`config.mk`:
```
export PLATFORM = sky130hd
export DESIGN_NAME = if_stage
export DESIGN_NICKNAME = d
export VERILOG_FILES = /design/src/rtl/if_stage_pkg.sv /design/src/rtl/if_stage_pc_adder.sv /design/src/rtl/if_stage.sv
export SDC_FILE = /design/constraint.sdc
export NUM_CORES = 1
export LEC_CHECK = 0
export ABC_AREA = 1
export BUFFER_PORTS_ARGS = -buffer_cell sky130_fd_sc_hd__buf_2
export CORE_ASPECT_RATIO = 0.9
export CORE_MARGIN = 2
export CORE_UTILIZATION = 51
export DETAILED_ROUTE_END_ITERATION = 16
export HOLD_SLACK_MARGIN = 0.06
export PLACE_DENSITY = 0.85
export SYNTH_ARGS = -nofsm -noshare
export SYNTH_HDL_FRONTEND = slang
export SYNTH_SLANG_ARGS = --single-unit
```
`constraint.sdc`:
```
create_clock -name clk -period 2.96 [get_ports clk]
set_clock_uncertainty 0.15 [all_clocks]
set_input_delay 0.148 -clock clk [delete_from_list [all_inputs] [get_ports clk]]
set_output_delay 0.148 -clock clk [all_outputs]
set_load 0.01 [all_outputs]
```
`src/rtl/if_stage_pkg.sv`:
```
// Shared definitions for the instruction-fetch stage of the 16-bit pipelined CPU.
//   DATA_W     : width of PC, address and instruction
//   NOP_INSTR  : encoding inserted as a pipeline bubble
//   PC_INC     : byte increment per sequential fetch
//   if_state_t : fetch FSM states (BOOT=0, RUN=1, WAIT=2)
package if_stage_pkg;

  localparam int unsigned DATA_W    = 16;
  localparam logic [15:0] NOP_INSTR = 16'h0000;
  localparam int unsigned PC_INC    = 2;

  typedef enum logic [1:0] {
    IF_BOOT = 2'd0,
    IF_RUN  = 2'd1,
    IF_WAIT = 2'd2
  } if_state_t;

endpackage

```
`src/rtl/if_stage_pc_adder.sv`:
```
// pc_adder: combinational PC incrementer, o_sum = (i_a + PC_INC) mod 2^DATA_W.
// Wraps silently (16'hFFFE + 2 -> 16'h0000), no carry flag.
// Ports:
//   i_a   in  DATA_W  current PC
//   o_sum out DATA_W  incremented PC
module pc_adder #(
  parameter int unsigned DATA_W = 16,
  parameter int unsigned PC_INC = 2
) (
  input  logic [DATA_W-1:0] i_a,
  output logic [DATA_W-1:0] o_sum
);

  assign o_sum = i_a + DATA_W'(PC_INC);

endmodule

```
`src/rtl/if_stage.sv`:
```
// if_stage: instruction-fetch stage. Owns the PC register, the PC+PC_INC adder,
// the instruction-memory request and the IF/ID pipeline register.
// Optional feature macro: IF_PERF_CNT_EN (adds saturating stall/miss counters).
// Ports:
//   clk, reset_n        clock (rising edge), async active-low reset
//   stall_i             hold PC and IF/ID this cycle
//   flush_i             replace IF/ID with a bubble
//   redirect_i          load redirect_pc_i into PC (taken branch/jump)
//   redirect_pc_i       redirect target (bit0 used as given)
//   imem_req_o          fetch request valid
//   imem_addr_o         fetch address (= pc_o)
//   imem_rdata_i        instruction from memory
//   imem_valid_i        imem_rdata_i valid this cycle (same-cycle response)
//   pc_o, pc_plus_o     current PC and PC+PC_INC (combinational)
//   ifid_instr_o        IF/ID instruction
//   ifid_pc_plus_o      IF/ID PC+PC_INC of that instruction
//   ifid_valid_o        IF/ID holds a live instruction
//   perf_stall_cnt_o    (IF_PERF_CNT_EN) edges with stall_i && !redirect_i
//   perf_miss_cnt_o     (IF_PERF_CNT_EN) edges ending in WAIT
module if_stage
  import if_stage_pkg::*;
#(
  parameter int unsigned       DATA_W   = if_stage_pkg::DATA_W,
  parameter logic [DATA_W-1:0] RESET_PC = '0,
  parameter int unsigned       PC_INC   = if_stage_pkg::PC_INC
) (
  input  logic              clk,
  input  logic              reset_n,
  input  logic              stall_i,
  input  logic              flush_i,
  input  logic              redirect_i,
  input  logic [DATA_W-1:0] redirect_pc_i,
  output logic              imem_req_o,
  output logic [DATA_W-1:0] imem_addr_o,
  input  logic [DATA_W-1:0] imem_rdata_i,
  input  logic              imem_valid_i,
  output logic [DATA_W-1:0] pc_o,
  output logic [DATA_W-1:0] pc_plus_o,
  output logic [DATA_W-1:0] ifid_instr_o,
  output logic [DATA_W-1:0] ifid_pc_plus_o,
  output logic              ifid_valid_o
`ifdef IF_PERF_CNT_EN
  ,
  output logic [15:0]       perf_stall_cnt_o,
  output logic [15:0]       perf_miss_cnt_o
`endif
);

  localparam logic [DATA_W-1:0] NOP_W = DATA_W'(NOP_INSTR);

  if_state_t         r_state, w_state_next;
  logic [DATA_W-1:0] r_pc, w_pc_next, w_pc_plus;
  logic [DATA_W-1:0] r_ifid_instr, w_ifid_instr_next;
  logic [DATA_W-1:0] r_ifid_pc_plus, w_ifid_pc_plus_next;
  logic              r_ifid_valid, w_ifid_valid_next;
  logic              w_req;

  pc_adder #(
    .DATA_W (DATA_W),
    .PC_INC (PC_INC)
  ) u_pc_adder (
    .i_a   (r_pc),
    .o_sum (w_pc_plus)
  );

  always_ff @(posedge clk or negedge reset_n) begin
    if (!reset_n) begin
      r_state        <= IF_BOOT;
      r_pc           <= RESET_PC;
      r_ifid_instr   <= NOP_W;
      r_ifid_pc_plus <= '0;
      r_ifid_valid   <= 1'b0;
    end else begin
      r_state        <= w_state_next;
      r_pc           <= w_pc_next;
      r_ifid_instr   <= w_ifid_instr_next;
      r_ifid_pc_plus <= w_ifid_pc_plus_next;
      r_ifid_valid   <= w_ifid_valid_next;
    end
  end

  // Priority per edge: redirect > flush > stall > miss > advance.
  always_comb begin
    w_state_next        = r_state;
    w_pc_next           = r_pc;
    w_ifid_instr_next   = r_ifid_instr;
    w_ifid_pc_plus_next = r_ifid_pc_plus;
    w_ifid_valid_next   = r_ifid_valid;
    w_req               = 1'b0;
    unique case (r_state)
      IF_BOOT: begin
        // No request, PC held, redirect ignored.
        w_state_next = IF_RUN;
      end
      IF_RUN, IF_WAIT: begin
        w_req        = 1'b1;
        w_state_next = imem_valid_i ? IF_RUN : IF_WAIT;
        if (redirect_i) begin
          // Abandons any outstanding miss.
          w_state_next        = IF_RUN;
          w_pc_next           = redirect_pc_i;
          w_ifid_instr_next   = NOP_W;
          w_ifid_pc_plus_next = '0;
          w_ifid_valid_next   = 1'b0;
        end else if (flush_i) begin
          w_ifid_instr_next   = NOP_W;
          w_ifid_pc_plus_next = '0;
          w_ifid_valid_next   = 1'b0;
          if (imem_valid_i && !stall_i) begin
            w_pc_next = w_pc_plus;
          end
        end else if (stall_i) begin
          // Hold; returned data is dropped and re-fetched from the same PC.
        end else if (!imem_valid_i) begin
          w_ifid_instr_next   = NOP_W;
          w_ifid_pc_plus_next = '0;
          w_ifid_valid_next   = 1'b0;
        end else begin
          w_pc_next           = w_pc_plus;
          w_ifid_instr_next   = imem_rdata_i;
          w_ifid_pc_plus_next = w_pc_plus;
          w_ifid_valid_next   = 1'b1;
        end
      end
      default: begin
        w_state_next = IF_BOOT;
      end
    endcase
  end

`ifdef IF_PERF_CNT_EN
  logic [15:0] r_stall_cnt, r_miss_cnt;

  // A miss edge is one that ends in WAIT: RUN->WAIT plus WAIT->WAIT.
  // The edge that leaves WAIT on returning data is not counted.
  always_ff @(posedge clk or negedge reset_n) begin
    if (!reset_n) begin
      r_stall_cnt <= '0;
      r_miss_cnt  <= '0;
    end else begin
      if (stall_i && !redirect_i && (r_stall_cnt != '1)) begin
        r_stall_cnt <= r_stall_cnt + 16'd1;
      end
      if ((w_state_next == IF_WAIT) && (r_miss_cnt != '1)) begin
        r_miss_cnt <= r_miss_cnt + 16'd1;
      end
    end
  end

  assign perf_stall_cnt_o = r_stall_cnt;
  assign perf_miss_cnt_o  = r_miss_cnt;
`else
  // Fetch path only; no performance counters in this build.
`endif

  assign imem_req_o     = w_req;
  assign imem_addr_o    = r_pc;
  assign pc_o           = r_pc;
  assign pc_plus_o      = w_pc_plus;
  assign ifid_instr_o   = r_ifid_instr;
  assign ifid_pc_plus_o = r_ifid_pc_plus;
  assign ifid_valid_o   = r_ifid_valid;

endmodule
```
# Word-level counts from Yosys, hierarchy flattened

Cells that the tools add are included.

Flip-flop bits (word level): 51
Word-level logic and storage cells: 38
Input bits: 38
Output and inout bits: 82

$add $sub $neg: 1
Equal/unequal tests: 4
Reduce and logical (&&, ||, !) cells: 7
Mux-type cells: 21

Operators by type and width:

| kind                    | count |
|---|---|
| $mux W16                | 13 |
| $add A16 B2 Y16 const B | 1 |
| $ne A3 B1 Y1 const B    | 2 |
| $mux W1                 | 5 |
| $mux W2                 | 2 |
| $pmux W2 S2             | 1 |
| $reduce_and A4 Y1       | 1 |
| $reduce_bool A3 Y1      | 1 |
| $eq A2 B1 Y1 const B    | 1 |
| $eq A2 B2 Y1 const B    | 1 |
| $logic_not A2 Y1        | 1 |
| $reduce_and A2 Y1       | 1 |
| $reduce_or A2 Y1        | 1 |
| $logic_and A1 B1 Y1     | 1 |
| $logic_not A1 Y1        | 1 |

# Longest topological paths before layout

Depth in word-level cells: 5
Mapped depth: 10
Depth with buffers taken out: 8

# Hierarchy

A second synthesis with hierarchy kept.

Cell total of the unflattened synthesis: 377
Area, all modules: 3,041.7 sq um

By module, submodules not included:

| module   | cells each | times used | seq. area each (sq um) | area each (sq um) |
|---|---|---|---|---|
| if_stage | 306        | 1          | 1,276.2                | 2,672.6 |
| pc_adder | 71         | 1          | 0.0                    | 369.1 |

# Worst setup path after synthesis

No wires, ideal clock.

Kind: register -> register
From: reg r_pc[1] (netlist: imem_addr_o[1])
To: reg r_ifid_pc_plus[11] (netlist: ifid_pc_plus_o[11])
Period minus slack after synthesis: 1.650 ns
Cell stages (with the launch flop): 9
Required time: 2.693 ns
Setup slack: 1.310 ns
Library setup time: 0.117 ns
Arrival time: 1.384 ns
Path through: dfrtp_1 ha_1 nand2_1 nor2_1 nand2_1 o21bai_1 nand2_1 nand2_1 nand2_1

Longest elaborated chain between the ends: 5

Ends and longest elaborated chain:

| element                 | line                    | text |
|---|---|---|
| from (decl)             | if_stage.sv:52          | `logic [DATA_W-1:0] r_pc, w_pc_next, w_pc_plus;` |
| from (signal assigned)  | if_stage.sv:75          | `r_pc <= w_pc_next;` |
| $add A16 B2 Y16         | if_stage_pc_adder.sv:14 | `assign o_sum = i_a + DATA_W'(PC_INC);` |
| named net pc_plus_o[11] | if_stage.sv:38          | `output logic [DATA_W-1:0] pc_plus_o,` |
| $mux W16                | if_stage.sv:114         | `end else if (!imem_valid_i) begin` |
| $mux W16                | if_stage.sv:112         | `end else if (stall_i) begin` |
| $mux W16                | if_stage.sv:105         | `end else if (flush_i) begin` |
| $mux W16                | if_stage.sv:98          | `if (redirect_i) begin` |
| to (signal assigned)    | if_stage.sv:77          | `r_ifid_pc_plus <= w_ifid_pc_plus_next;` |
| to (decl)               | if_stage.sv:54          | `logic [DATA_W-1:0] r_ifid_pc_plus, w_ifid_pc_plus_next;` |

The timed path passes the listed nets, and every way through them passes these cells. The select of a mux whose other input is x is not followed.
A chain may end at the register's enable or synchronous reset.

# Worst setup path in the final report

From: reg r_pc[1] (netlist: imem_addr_o[1])
To: out pc_plus_o[9]

Longest elaborated chain between the ends: 1

Ends and longest elaborated chain:

| element         | line |
|---|---|
| $add A16 B2 Y16 | if_stage_pc_adder.sv:14 |
| to (decl)       | if_stage.sv:38 |

Every way passes these cells.

==> impl_summary.md <==
Routing
The first detailed-routing pass ran for 5 iterations. The via density per instance is 4.94. The vias after detailed routing is 2694. In the routed design, unresolved DRC markers number 0. The routed wire length per instance is 13.2 um. The detailed router finished its first iteration with 131 violations.

The number of nets with antenna violations after routing is 0. The overall routed net length is 7190 um.

STA
The count of final setup violators is 0. The peak clock frequency supported by timing is 447 MHz. The smallest clock period supported by the final layout is computed as 2240 ps.

The post-route fraction of the period consumed by the critical path is 75.5%. The worst path meets setup with 725 ps of slack. The count of final hold-check violations came to 0. The worst pin sits at a relative slew slack of 26.6%. The number of slew-limit violations in the final report is 0. Summed over all failing endpoints, the final setup total negative slack is 0 ps. For the pin with the worst max-slew slack, the measured transition is 1100 ps.

The worst hold slack is 63.6 ps. Setup repair after global routing left no endpoint under its margin.

Clock tree
The clock tree synthesis step divided the H-tree into 2 levels. The buffers inserted during post-CTS setup optimization is 0. CTS placed an instance of sky130_fd_sc_hd__clkbuf_8 at the clock tree root. TritonCTS created 5 clock buffers. The clock-pin slew of the registers on the worst-case setup and hold paths is 90 ps. The tree built by TritonCTS fans out to 51 sinks.

The source-to-sink clock delay at the later pin of the worst-skew pair is 300 ps. The CTS tree is yes. In this run, post-CTS repair resized a total of 0 instances. After clock tree synthesis, the flow added hold-fix buffers numbering 32. No sink is reached through more buffers than the 2 on the longest clock path.

Floorplan
The horizontal die dimension is 80.1 um. The row count is 24. The area of the core region is 0.00492 mm^2. The starting density of the core is 54.0%. The floorplan die area is 0.00581 mm^2. For this design the top-level I/O count stands at 120. The chip height is 72.5 um.

Synthesis
The post-synth design cell area is 0.00266 mm^2. The cell count after synthesis came out at 348. Synthesis produced a netlist with a net count of 389.

Yosys printed 0 warnings. Dividing the synthesized area by the synthesized cell count gives 7.65 um^2. Counting distinct cell types in the post-synthesis netlist gives 27. The flip-flop and latch count after synthesis is 51. Sequential cells were found to cover 48.0% of the synthesized design area.

Worst setup path
The critical path goes through ha_1 > nand2_1 > nor2_1 > nand2_1 > xor2_1 > inv_1 > buf_2. The type of the worst setup path is flop to output pin. The number of buffers and inverters on the critical path is 2. The capturing element type of the critical path is an output pin.

At the worst endpoint, the required time is 2660 ps. The worst endpoint data arrival time is 1940 ps. By instance count, the cell type seen most on the critical path is sky130_fd_sc_hd__nand2_1.

The family of cells with the greatest summed delay on the critical path is flip-flops. Of all nets on the critical path, the largest fanout is 7. STA classifies the critical path startpoint as a flop.

For this run, the slowest stage of the critical path takes 460 ps. The cell with the largest stage delay on the worst path is sky130_fd_sc_hd__dfrtp_1.

Global routing
The number of antenna violations at the first check in global routing is 0. The number of global-route vias before repair came to 2466. Global routing finished with a remaining overflow of 0.

The wire length of the first global-routing pass is 11400 um. Entering global routing, the biggest net connects 52 pins. Global routing consumed, over all layers together, 25.5% of the routing resources.

Place
Once placement completed, the tool counted placed cells totaling 505. The total half-perimeter wirelength after legalization and detailed placement is 4680 um. The total of buffers placed on input and output ports is 119. The placed instances occupy a cell area of 0.00314 mm^2.

OpenSTA, run right after detailed placement, puts the worst setup slack at 963 ps. The last weighted congestion value of the routability-driven placer is 0.882.

Layout
The post-route cell area is 0.00360 mm^2. The number of fill cells in the layout is 389. The layout cell share with drive strength beyond 1 is 28.5%. Once layout is complete, the cells apart from fillers number 545.

Measured on the finished design, the core utilization comes to 73.0%. The antenna diode count is 0. The synthesis-to-finish area growth is 35.2%. The net count of the finished layout is 520.

Status
The flow ran to the end, and the final reports show no timing, DRC or antenna violations.

Run
Across the run, the number of max-cap violations was 0.

Power
The worst IR drop on VDD is 0.552 mV. Overall power consumption after layout is estimated at 3.29 mW. The total power divided by cell area is 915 mW/mm^2. The reported leakage power is 2.12 nW.

Worst hold path
The path class of the tightest hold or removal check is primary input to flop.
==> cells by family after synthesis <==
family,count (synthesis),synth area share [%]
compound gates,20,4.32
xor+xnor,6,1.97
fa+ha+maj,3,1.41
buf+inv,52,11.1
flops,51,48.0
simple gates,216,33.2
==> Yosys cell counts <==
cell type | instances | area (um^2)
sky130_fd_sc_hd__o21ai_1 | 1 | 5.00
sky130_fd_sc_hd__o31ai_2 | 1 | 12.5
sky130_fd_sc_hd__nor2_4 | 1 | 11.3
sky130_fd_sc_hd__inv_1 | 22 | 82.6
sky130_fd_sc_hd__a21oi_1 | 6 | 30.0
sky130_fd_sc_hd__nand2_4 | 2 | 22.5
sky130_fd_sc_hd__o21bai_1 | 2 | 15.0
sky130_fd_sc_hd__nand4_1 | 6 | 37.5
sky130_fd_sc_hd__nand3_1 | 12 | 60.1
sky130_fd_sc_hd__nand2_2 | 1 | 6.26
sky130_fd_sc_hd__buf_6 | 3 | 33.8
sky130_fd_sc_hd__buf_2 | 2 | 10.0
sky130_fd_sc_hd__nor2_1 | 38 | 143
sky130_fd_sc_hd__or2_2 | 1 | 6.26
sky130_fd_sc_hd__xnor2_1 | 3 | 26.3
sky130_fd_sc_hd__inv_4 | 2 | 12.5
sky130_fd_sc_hd__nor3_1 | 1 | 5.00
sky130_fd_sc_hd__inv_2 | 1 | 3.75
sky130_fd_sc_hd__buf_4 | 19 | 143
sky130_fd_sc_hd__clkbuf_1 | 3 | 11.3
sky130_fd_sc_hd__o211ai_1 | 1 | 7.51
sky130_fd_sc_hd__ha_1 | 3 | 37.5
sky130_fd_sc_hd__nand3_4 | 1 | 17.5
sky130_fd_sc_hd__o21ai_0 | 9 | 45.0
sky130_fd_sc_hd__dfrtp_1 | 51 | 1280
sky130_fd_sc_hd__xor2_1 | 3 | 26.3
sky130_fd_sc_hd__nand2_1 | 153 | 574
==> worst min-delay path, delay by kind of cell <==
family                 cells  cell delay (ps)
buffers and inverters      1               80
and+or+nand+nor            4              250
==> cell type report <==
class	count	area (um^2)	area share, %
Inverter	25	98.8	2.75
Sequential cell	51	1280	35.5
Clock inverter	3	67.6	1.88
Clock buffer	5	68.8	1.91
Timing Repair Buffer	151	916	25.5
Multi-Input combinational cell	245	1090	30.3
Tap cell	65	81.3	2.26
==> routing by layer <==
metal,vias to the layer above,global-route usage (%),routed length (um)
li1,1316,-,-
met1,1246,32.5,2990
met2,121,44.0,3600
met3,11,6.22,506
met4,0,6.21,92
met5,-,0,0
==> power by group <==
| part | internal, mW | switching, mW |
|---|---|---|
| Sequential | 0.903 | 0.236 |
| Combinational | 0.594 | 0.997 |
| Clock | 0.337 | 0.226 |
==> state kept, by name, summed over array words and instances, names as in the netlist <==
name,count
ifid_instr_o,16
ifid_pc_plus_o,16
imem_addr_o,16
r_state,2
ifid_valid_o,1
==> final timing paths <==
| check | startpoint | to | slack, ps | cells after the start |
|---|---|---|---|---|
| max in group asynchronous | reset_n | ifid_instr_o[11]$_DFFE_PN0P_ | 1550 | 2 |
| worst max-delay path | imem_addr_o[1]$_DFFE_PN0P_ | pc_plus_o[9] | 720 | 7 |
| worst min register to register | ifid_pc_plus_o[11]$_DFFE_PN0P_ | ifid_pc_plus_o[11]$_DFFE_PN0P_ | 330 | 2 |
| worst max register to register | r_state[0]$_DFF_PN0_ | imem_addr_o[4]$_DFFE_PN0P_ | 960 | 8 |
| worst min-delay path | redirect_pc_i[6] | imem_addr_o[6]$_DFFE_PN0P_ | 60 | 5 |
| min in group asynchronous | reset_n | imem_addr_o[9]$_DFFE_PN0P_ | 450 | 2 |
==> layout by cell type (no fill, tap or decap), drive strengths merged <==
cell type	instances
nand2	156
buf	119
dfrtp	51
nor2	39
dlygate4sd3	32
inv	25
nand3	13
o21ai	10
nand4	6
a21oi	6
clkbuf	5
xor2	3
xnor2	3
ha	3
o21bai	2
bufinv	2
or2	1
nor3	1
o211ai	1
o31ai	1
clkinvlp	1
Power figures use the tool's default switching activity.
